**src/rtl/serial_paralelo_lane.sv**
```systemverilog
`default_nettype none
// ============================================================================
// Module   : serial_paralelo_lane
// Purpose  : Serial-to-parallel receive lane. Finds COM-word alignment on a
//            1-bit serial stream at any bit offset, confirms it over
//            SYNC_COUNT consecutive aligned COM words, then emits each 32-bit
//            non-COM word on lane_out at its word boundary.
// Ports    : clk_32f   - bit clock, one serial bit per rising edge
//            reset     - asynchronous active-high reset
//            data_in   - serial bit, MSB of each word first
//            lane_out  - last received data (non-COM) word, registered
//            valid_out - lane_out holds a data word (0 while idling on COM)
//            active    - lane aligned and synchronised (sticky until reset)
// Revision : 1.0 - initial release
// ============================================================================
module serial_paralelo_lane #(
  parameter logic [31:0] COM_WORD   = 32'hBCBCBCBC,
  parameter int unsigned SYNC_COUNT = 4
) (
  input  logic        clk_32f,
  input  logic        reset,
  input  logic        data_in,
  output logic [31:0] lane_out,
  output logic        valid_out,
  output logic        active
);

  // Counter wide enough to hold SYNC_COUNT itself.
  localparam int unsigned c_CNT_W = (SYNC_COUNT < 2) ? 1 : $clog2(SYNC_COUNT + 1);
  localparam logic [c_CNT_W-1:0] c_SYNC = c_CNT_W'(SYNC_COUNT);
  localparam logic [c_CNT_W-1:0] c_ONE  = c_CNT_W'(1);
  localparam logic [4:0]         c_LAST_BIT = 5'd31;

  typedef enum logic [1:0] {
    ST_SEARCH   = 2'd0,
    ST_ALIGNING = 2'd1,
    ST_ACTIVE   = 2'd2
  } state_t;

  state_t             r_state;
  logic [31:0]        r_sr;
  logic [4:0]         r_bit_cnt;
  logic [c_CNT_W-1:0] r_com_cnt;
  logic [31:0]        r_lane;
  logic               r_valid;
  logic               r_active;

  state_t             w_state_nxt;
  logic [4:0]         w_bit_cnt_nxt;
  logic [c_CNT_W-1:0] w_com_cnt_nxt;
  logic [31:0]        w_lane_nxt;
  logic               w_valid_nxt;
  logic [31:0]        w_word;
  logic               w_is_com;
  logic               w_boundary;

  // Candidate word includes the bit being sampled on this edge.
  assign w_word     = {r_sr[30:0], data_in};
  assign w_is_com   = (w_word == COM_WORD);
  assign w_boundary = (r_bit_cnt == c_LAST_BIT);

  always_comb begin
    w_state_nxt   = r_state;
    w_bit_cnt_nxt = r_bit_cnt + 5'd1;   // natural 31 -> 0 wrap
    w_com_cnt_nxt = r_com_cnt;
    w_lane_nxt    = r_lane;
    w_valid_nxt   = r_valid;

    case (r_state)
      ST_SEARCH: begin
        // Sliding search: bit_cnt is meaningless here and held at 0 so the
        // first edge after a match starts bit 0 of the next word.
        w_bit_cnt_nxt = 5'd0;
        if (w_is_com) begin
          w_com_cnt_nxt = c_ONE;
          w_state_nxt   = (c_ONE == c_SYNC) ? ST_ACTIVE : ST_ALIGNING;
        end
      end

      ST_ALIGNING: begin
        if (w_boundary) begin
          if (w_is_com) begin
            w_com_cnt_nxt = r_com_cnt + c_ONE;
            if ((r_com_cnt + c_ONE) == c_SYNC) begin
              w_state_nxt = ST_ACTIVE;
            end
          end else begin
            // The breaking word is not re-examined for a sliding match.
            w_com_cnt_nxt = '0;
            w_state_nxt   = ST_SEARCH;
          end
        end
      end

      ST_ACTIVE: begin
        if (w_boundary) begin
          if (w_is_com) begin
            w_valid_nxt = 1'b0;
          end else begin
            w_lane_nxt  = w_word;
            w_valid_nxt = 1'b1;
          end
        end
      end

      default: begin
        w_state_nxt   = ST_SEARCH;
        w_com_cnt_nxt = '0;
        w_bit_cnt_nxt = 5'd0;
      end
    endcase
  end

  always_ff @(posedge clk_32f or posedge reset) begin
    if (reset) begin
      r_state   <= ST_SEARCH;
      r_sr      <= 32'h0;
      r_bit_cnt <= 5'd0;
      r_com_cnt <= '0;
      r_lane    <= 32'h0;
      r_valid   <= 1'b0;
      r_active  <= 1'b0;
    end else begin
      r_state   <= w_state_nxt;
      r_sr      <= w_word;
      r_bit_cnt <= w_bit_cnt_nxt;
      r_com_cnt <= w_com_cnt_nxt;
      r_lane    <= w_lane_nxt;
      r_valid   <= w_valid_nxt;
      r_active  <= (w_state_nxt == ST_ACTIVE);
    end
  end

  assign lane_out  = r_lane;
  assign valid_out = r_valid;
  assign active    = r_active;

endmodule
`default_nettype wire

```
**config.mk**
```make
export PLATFORM = sky130hd
export DESIGN_NAME = serial_paralelo_lane
export DESIGN_NICKNAME = d
export VERILOG_FILES = /design/src/rtl/serial_paralelo_lane.sv
export SDC_FILE = /design/constraint.sdc
export NUM_CORES = 1
export LEC_CHECK = 0
export ABC_AREA = 1
export CAP_MARGIN = 5
export CORE_MARGIN = 5
export CORE_UTILIZATION = 54
export DETAILED_ROUTE_END_ITERATION = 8
export MAX_ROUTING_LAYER = met4
export PLACE_DENSITY = 0.78
export SYNTH_ARGS = -nofsm -noshare
export SYNTH_HDL_FRONTEND = slang
export SYNTH_SLANG_ARGS = --single-unit
```
**constraint.sdc**
```tcl
create_clock -name clk_32f -period 2.7 [get_ports clk_32f]
set_input_delay 0.54 -clock clk_32f [delete_from_list [all_inputs] [get_ports clk_32f]]
set_output_delay 0.54 -clock clk_32f [all_outputs]
set_load 0.05 [all_outputs]
```
==> flow_summary.json, run 1 <==
{
  "outcome": "finished, final reports clean",
  "multiInputGateArea_sq_um": 927,
  "synth-seq-cells": 75,
  "switching_share_pct": 22.0,
  "relSlewSlack_pct": 65.9,
  "avgSynthCellArea_sq_um": 9.99,
  "die_x_um": 84.4,
  "postCtsSetupBuffers": 0,
  "max_clock_freq_mhz": 477,
  "powerDensity_nw_per_um2": 556,
  "final_max_slew_viol_count": 0,
  "period_needed_ns": 2.10,
  "layout.nets": 353,
  "cp_max_fo": 2,
  "yosys.cell_types.count": 20,
  "routed_wl_um": 5150,
  "num_rows": 27,
  "dp_slack_ns": 0.442,
  "fin_setup_tns_ns": 0,
  "cts_made_buffers": 9,
  "cts.sinks": 75,
  "place_congestion": 0.829,
  "io_buffers": 36,
  "io_pins": 37,
  "cp_slowest_stage_delay_ns": 0.83,
  "crit_start": "lane_out[16]",
  "path_buf_inv": 1,
  "reg2reg_from": "r_bit_cnt[0]",
  "seq_area_sq_um": 1880,
  "globalRouteOverflowTotal": 0,
  "routedWlPerCell_um": 12.3,
  "rrSetupSlack_ns": 0.82,
  "hold_buffers": 0,
  "post_cts_resized": 0,
  "drt_iter0_drc": 119,
  "netlist_area_sq_um": 2990,
  "internal_power_mw": 1.54,
  "antennaDiodeCount": 0,
  "cts_tree": "built",
  "ant_nets": 0,
  "endpoint_kind": "primary output",
  "areaGrowthSynthToFinish_pct": 19.1,
  "crit_path_start_kind": "flop",
  "nFillCells": 437,
  "crit_type": "flop to primary output",
  "max_cap_violations": 0,
  "grt_setup_unrepaired": "false",
  "drc": 0,
  "dieArea_sq_um": 7120,
  "utilization_pct": 65.4,
  "vias": 1973,
  "grt_max_degree": 76,
  "fin_worst_skew_ns": 0.00769,
  "cp_slowest_cell": "clkdlybuf4s50_1",
  "cp_cell_sequence": "clkdlybuf4s50_1",
  "coreArea_sq_um": 5440,
  "cp.required_ns": 2.16,
  "grt_first_pass_wirelength_um": 8960,
  "synthesis.instances": 299,
  "setup_slack_ns": 0.602,
  "synth_fp_nets": 311,
  "first_global_vias": 2057,
  "seqPwrFrac_pct": 59.1,
  "antenna_found_initial": 0,
  "grt.total_usage_pct": 16.5,
  "final.period_utilization_pct": 77.7,
  "p_leak_nw": 1.79,
  "finalHoldViolations": 0,
  "hold_path_class": "flop to flop",
  "max-vdd-ir-drop_uv": 409,
  "synth-seq-area-share_pct": 62.8,
  "start_util_pct": 54.9,
  "holdWs_ns": 0.396,
  "dr.pass1.iters": 4,
  "clk_path_buf_depth": 2,
  "worst_ep_arrival_time_ns": 1.56,
  "drive_gt1_share_pct": 14.7,
  "clk_pin_slew_ns": 0.07,
  "routed_via_density": 4.72,
  "die_y_um": 84.4,
  "yosysWarnings": 0,
  "setup_viol_count_final": 0,
  "power.share.clock_pct": 38.4,
  "clk_latency_ns": 0.34,
  "worstHoldStart": "r_sr[29]",
  "tightest_slew_ns": 0.510,
  "cts_root_buffer": "clkbuf_8",
  "h-tree-depth": 3,
  "dp_hpwl_um": 3530,
  "netSwitchingPower_mw": 0.434,
  "p_comb_share_pct": 2.5,
  "path_delay_family": "buffers and inverters"
}
## sequential cells by signal, indices dropped and copies added, names as in the netlist
signal	count
active	1
r_sr	31
r_com_cnt	3
r_state	2
r_bit_cnt	5
lane_out	32
valid_out	1
## power by group through the flow
| stage | clock, mW | combinational (mW) | sequential, mW |
|---|---|---|---|
| floorplan | 0 | 0.0356 | 1.18 |
| global placement | 0 | 0.0514 | 1.19 |
| detailed placement | 0 | 0.0522 | 1.19 |
| CTS | 0.780 | 0.0525 | 1.17 |
| global route | 0.832 | 0.0592 | 1.17 |
| finish | 0.759 | 0.0502 | 1.17 |
## cell type report
cell class	instances	area share (%)
Timing Repair Buffer	37	10.7
Clock buffer	14	4.57
Clock inverter	2	0.281
Inverter	26	3.10
Multi-Input combinational cell	192	26.1
Sequential cell	75	52.8
Tap cell	72	2.53
## cell usage in the layout (no fill, tap or decap), types with 3 or more instances in the layout
| cell | netlist | layout |
|---|---|---|
| nand2_1 | 114 | 114 |
| dfrtp_1 | 75 | 75 |
| clkdlybuf4s50_1 | 0 | 36 |
| nor2_1 | 30 | 30 |
| inv_2 | 12 | 13 |
| inv_1 | 13 | 12 |
| o21ai_2 | 11 | 11 |
| clkbuf_8 | 0 | 11 |
| nand2_2 | 10 | 10 |
| ha_1 | 9 | 9 |
| nand3_1 | 6 | 6 |
| a21oi_1 | 3 | 3 |
| o21ai_0 | 3 | 3 |
| clkbuf_1 | 0 | 3 |
## per-stage QoR
stage / power (mW) / area, sq um / cells
after floorplan: 1.22 / 2990 / 299
after detailed placement: 1.24 / 3380 / 402
final: 1.98 / 3560 / 418
after CTS: 2.00 / 3560 / 418
after global routing: 2.06 / 3560 / 418
after global placement: 1.24 / 3380 / 402
## synthesized netlist by cell type (all sizes together)
master    n  area (sq um)
a21oi     3          15.0
nor3      2          10.0
nor2     31           133
nand3     6          30.0
buf       6          72.6
ha        9           113
dfrtp    75          1880
xor2      1          8.76
inv      26           110
o21ai    15           116
nand2   125           502
## logic make-up after synthesis
family | Yosys count | synth area share, %
XOR/XNOR | 1 | 0.293
AND/OR/NAND/NOR | 164 | 22.6
AO/OA/AOI/OAI | 18 | 4.40
buffers and inverters | 32 | 6.12
flip-flops | 75 | 62.8
adder cells (fa/ha/maj) | 9 | 3.77
## layer usage
metal / track usage [%] / wire (um) / share of wire (%)
met1: 19.0 / 2310 / 45
met2: 26.5 / 2470 / 48
met3: 6.38 / 292 / 5.7
met4: 5.47 / 74 / 1.4
met5: - / 0 / 0
## final timing paths
path                           endpoint  depth (start not counted)
max reg2reg                 lane_out[1]                          9
min reg2reg                    r_sr[30]                          0
min in group asynchronous   lane_out[4]                          3
max in group asynchronous   lane_out[7]                          3
min                            r_sr[30]                          0
max                        lane_out[16]                          1
Power figures use the tool's default switching activity.
==> run 2: changes to the inputs <==
- CORE_UTILIZATION: 54 -> 49
- PLACE_DENSITY: 0.78 -> 0.75
- clock period: 2.7 -> 1.7 ns (I/O delays scaled with it)
==> run 2 against run 1 <==
Effect of this change: sequential power grew 58%; highest routed layer unchanged; total power grew 75%; global-route usage is 0.069 points lower.
==> flow_summary.json, run 2 (same netlist as run 1, synthesis figures left out) <==
{
  "wl_met3_um": 252,
  "die_y_um": 88.1,
  "endpoint_kind": "flop",
  "ant_nets": 0,
  "io_buffers": 36,
  "worst_ep_arrival_time_ns": 1.90,
  "m1WireLength_um": 2410,
  "routedWlPerCell_um": 12.4,
  "final.period_utilization_pct": 98.1,
  "top_layer": "met4",
  "dp_hpwl_um": 3590,
  "clk_pin_slew_ns": 0.08,
  "cts_root_buffer": "clkbuf_8",
  "max_clock_freq_mhz": 599,
  "final_common_cell": "nand2_1",
  "drc": 0,
  "tightest_slew_ns": 0.379,
  "period_needed_ns": 1.67,
  "cp_max_fo": 45,
  "final_cell_mix": "nand2_1, dfrtp_1, buf_4",
  "drive_gt1_share_pct": 27.8,
  "num_rows": 28,
  "antennaDiodeCount": 0,
  "dieArea_sq_um": 7760,
  "vias": 2016,
  "io_pins": 37,
  "globalRouteOverflowTotal": 0,
  "grt_max_degree": 76,
  "fin_worst_skew_ns": 0.00803,
  "grt_first_pass_wirelength_um": 9320,
  "hold_path_class": "flop to flop",
  "h-tree-depth": 3,
  "cp.required_ns": 1.93,
  "finalHoldViolations": 0,
  "grt_setup_unrepaired": "true",
  "largest_register_ffs": 32,
  "layout.nets": 359,
  "routed_wl_um": 5300,
  "utilization_pct": 60.9,
  "worst_path_most_repeated_cell": "nand2_1",
  "cp_cell_sequence": "ha_1 > nand2_1 > nor2_1 > ha_2 > nand2_4 > nor2_8 > inv_12 > nand2_1 > o21ai_2",
  "place_congestion": 0.871,
  "areaGrowthSynthToFinish_pct": 20.7,
  "final_max_slew_viol_count": 0,
  "routed_via_density": 4.72,
  "max-vdd-ir-drop_uv": 574,
  "place_area_sq_um": 3350,
  "clk_path_buf_depth": 2,
  "setup_slack_ns": 0.0315,
  "crit_path_start_kind": "flop",
  "p_leak_nw": 1.90,
  "first_global_vias": 2021,
  "dp_slack_ns": -0.171,
  "crit_type": "flop to flop",
  "drt_iter0_drc": 114,
  "coreArea_sq_um": 5920,
  "cts_made_buffers": 9,
  "total_power_mw": 3.45,
  "powerDensity_nw_per_um2": 958,
  "cp_slowest_cell": "dfrtp_1",
  "path_delay_family": "simple AND/OR/NAND/NOR gates",
  "stdcell_count": 427,
  "max_cap_violations": 0,
  "hold_buffers": 0,
  "dr.pass1.iters": 4,
  "die_x_um": 88.1,
  "dp.cells": 409,
  "setup_viol_count_final": 0,
  "cts.sinks": 75,
  "antenna_found_initial": 0,
  "cts_tree": "built",
  "path_buf_inv": 1,
  "cp_slowest_stage_delay_ns": 0.38,
  "relSlewSlack_pct": 74.7,
  "outcome": "finished, final reports clean",
  "start_util_pct": 50.4,
  "final_area_sq_um": 3600,
  "wl_met2_um": 2510,
  "clk_latency_ns": 0.35,
  "grt.total_usage_pct": 16.4
}
run 2: worst paths after layout:
path,startpoint,end,slack [ns],cells past startpoint
setup / recovery,r_bit_cnt[0],lane_out[8],0.03,9
hold / removal,r_sr[5],r_sr[6],0.39,0
setup reg to reg,r_bit_cnt[0],lane_out[8],0.03,9
hold reg to reg,r_sr[5],r_sr[6],0.39,0
max in group asynchronous,reset,r_sr[24],0.97,3
min in group asynchronous,reset,r_sr[15],0.44,3
run 2: per-layer routing:
layer  vias to the layer above  GRT usage (%)
met1                       953           21.1
met2                        38           24.2
met4                         0           9.48
met5                         -              -
met3                        14           3.10
li1                       1011              -
run 2: stage by stage:
step | setup TNS (ns) | hold slack (ns)
6_report | 0 | 0.393
5_1_grt | -0.752 | 0.394
4_1_cts | 0 | 0.392
3_5_place_dp | -5.01 | 0.379
3_3_place_gp | -3.25 | 0.375
2_1_floorplan | 0 | 0.371
run 2: final cells by class:
cell class | count | area (sq um)
clock buffer | 10 | 138
clock inverter | 6 | 88.8
fill | 524 | 2320
inverter | 26 | 114
multi-input combinational | 192 | 940
sequential | 75 | 1880
tap | 75 | 93.8
timing repair buffer | 43 | 353
run 2: worst reg2reg max path: stages (launching register included):
cell     delay [ns]
dfrtp_1        0.38
ha_1           0.18
nand2_1        0.07
nor2_1         0.11
ha_2           0.26
nand2_4        0.09
nor2_8         0.18
inv_12         0.11
nand2_1        0.13
o21ai_2        0.05
run 2: power breakdown:
| part | internal (mW) | switching [mW] | leakage [nW] | total [mW] |
|---|---|---|---|---|
| Combinational | 0.0220 | 0.0600 | 0.822 | 0.0820 |
| Clock | 0.865 | 0.653 | 0.108 | 1.52 |
| Sequential | 1.82 | 0.0319 | 0.971 | 1.85 |
| Total | 2.71 | 0.745 | 1.90 | 3.45 |
run 2: timing repair:
item,CTS,global route
setup endpoints to repair,0,37
gates resized for setup,0,5
setup buffers,0,2
==> run 3: changes to the inputs <==
- CELL_PAD_IN_SITES_DETAIL_PLACEMENT: not set -> 0
- CELL_PAD_IN_SITES_GLOBAL_PLACEMENT: not set -> 1
- CORE_UTILIZATION: 49 -> 38
- PLACE_DENSITY: 0.75 -> not set
- PLACE_DENSITY_LB_ADDON: not set -> 0.1
==> run 3 against run 2 <==
Effect of this change: cell count increased by 8.0%; critical path type unchanged; hold slack worse by 0.23 ns; die area grew 25%; sequential share of layout area decreased by 3.3 points; utilization is 11 points lower; non-clock buffer count up 5; via count about the same; worst setup slack better by 0.025 ns; wire length is 14% higher; total power rose by 13%; largest cell class unchanged; first-iteration DRC count down 58%; clock power increased by 28%.
==> flow_summary.json, run 3 (same netlist as run 1, synthesis figures left out) <==
{
  "outcome": "finished, final reports clean",
  "period_needed_ns": 1.64,
  "rr_worst_depth": 10,
  "antennaDiodeCount": 0,
  "cp_slowest_stage_delay_ns": 0.36,
  "nFillCells": 762,
  "final_area_sq_um": 3850,
  "start_util_pct": 38.9,
  "dieArea_sq_um": 9730,
  "endpoint_kind": "flop",
  "final_cell_mix": "nand2_1, dfrtp_1, buf_4",
  "antenna_found_initial": 0,
  "clk_pin_slew_ns": 0.08,
  "cts_tree": "built",
  "drc": 0,
  "grt_first_pass_wirelength_um": 9560,
  "h-tree-depth": 3,
  "worst_path_most_repeated_cell": "nand2_2",
  "die_x_um": 98.7,
  "routedWlPerCell_um": 13.2,
  "largest_register_ffs": 32,
  "cp.required_ns": 1.94,
  "setup_viol_count_final": 0,
  "cts_root_buffer": "clkbuf_8",
  "ant_nets": 0,
  "clk_path_buf_depth": 2,
  "hold_buffers": 0,
  "num_rows": 32,
  "coreArea_sq_um": 7690,
  "routed_wl_um": 6060,
  "path_delay_family": "simple AND/OR/NAND/NOR gates",
  "p_leak_nw": 1.99,
  "globalRouteOverflowTotal": 0,
  "crit_type": "flop to flop",
  "grt.total_usage_pct": 12.8,
  "vias": 2014,
  "fin_worst_skew_ns": 0.00921,
  "powerDensity_nw_per_um2": 1010,
  "p_comb_share_pct": 2.2,
  "internal_power_mw": 3.11,
  "first_global_vias": 1983,
  "power.share.clock_pct": 50.1,
  "dp.cells": 436,
  "cp_slowest_cell": "dfrtp_1",
  "max_clock_freq_mhz": 609,
  "netSwitchingPower_mw": 0.773,
  "crit_path_start_kind": "flop",
  "die_y_um": 98.7,
  "grt_setup_unrepaired": "true",
  "final_common_cell": "nand2_1",
  "areaGrowthSynthToFinish_pct": 28.8,
  "stdcell_count": 461,
  "place_area_sq_um": 3370,
  "max_cap_violations": 0,
  "place_congestion": 0.744,
  "tightest_slew_ns": 0.416,
  "finalHoldViolations": 0,
  "hold_path_class": "input pin to flop",
  "cp_cell_sequence": "ha_2 > nand2_2 > nor2_4 > ha_4 > nand2_4 > nor2_8 > buf_12 > inv_16 > nand2_2 > o21ai_2",
  "final_max_slew_viol_count": 0,
  "seqPwrFrac_pct": 47.7,
  "hold_path_depth": 1,
  "dp_hpwl_um": 3710,
  "cp_max_fo": 22,
  "dp_slack_ns": -0.199,
  "worst_ep_arrival_time_ns": 1.88,
  "cts_made_buffers": 9,
  "clk_latency_ns": 0.35,
  "cp.depth": 10,
  "layout.nets": 366,
  "final.period_utilization_pct": 96.7,
  "dr.pass1.iters": 6,
  "io_buffers": 36,
  "cts.sinks": 75,
  "drive_gt1_share_pct": 32.6,
  "utilization_pct": 50.0,
  "setup_slack_ns": 0.0569,
  "path_buf_inv": 2,
  "drt_iter0_drc": 48,
  "relSlewSlack_pct": 72.3,
  "switching_share_pct": 19.9,
  "max-vdd-ir-drop_uv": 395,
  "grt_max_degree": 76,
  "io_pins": 37,
  "routed_via_density": 4.37
}
-- run 3: worst paths after layout --
check	startpoint	endpoint	slack [ns]
max	r_bit_cnt[0]	lane_out[30]	0.06
min	data_in	r_sr[0]	0.17
max reg2reg	r_bit_cnt[0]	lane_out[30]	0.06
min reg2reg	r_sr[13]	r_sr[14]	0.40
max in group asynchronous	reset	r_bit_cnt[3]	0.93
min in group asynchronous	reset	lane_out[9]	0.42
-- run 3: power by group through the flow --
| stage | Clock, mW | Sequential (mW) | Combinational (mW) |
|---|---|---|---|
| after CTS | 2.00 | 1.85 | 0.0880 |
| after global placement | 0 | 1.89 | 0.0875 |
| after global routing | 2.08 | 1.86 | 0.100 |
| final | 1.95 | 1.85 | 0.0850 |
| after detailed placement | 0 | 1.89 | 0.0876 |
| after floorplan | 0 | 1.88 | 0.0571 |
-- run 3: repair_timing --
item,4_1_cts,5_1_grt
pin swaps,0,9
setup endpoints to repair,1,37
buffers inserted,0,7
cloned,0,2
gates resized for setup,1,24
-- run 3: through the flow --
stage | total power, mW | TNS [ns] | hold WS (ns)
after floorplan | 1.93 | 0 | 0.371
after global placement | 1.97 | -5.28 | 0.377
after detailed placement | 1.98 | -6.02 | 0.380
after CTS | 3.94 | 0 | 0.402
after global routing | 4.04 | -0.348 | 0.153
final | 3.89 | 0 | 0.166
-- run 3: cell type report --
type                            count  area, sq um  area share (%)
Sequential cell                    75         1880            48.8
Multi-Input combinational cell    192          985            25.6
Timing Repair Buffer               48          409            10.6
Clock inverter                      7          164            4.26
Inverter                           26          128            3.32
Tap cell                          102          128            3.32
Clock buffer                        9          124            3.22
Timing Repair inverter              2         31.3           0.813
-- run 3: routing by layer --
metal / track usage, % / vias up / share of wire (%)
met5: - / - / 0
met4: 6.30 / 0 / 1.1
met3: 3.40 / 9 / 4.1
met2: 17.8 / 37 / 45
met1: 17.4 / 945 / 50
li1: - / 1023 / -
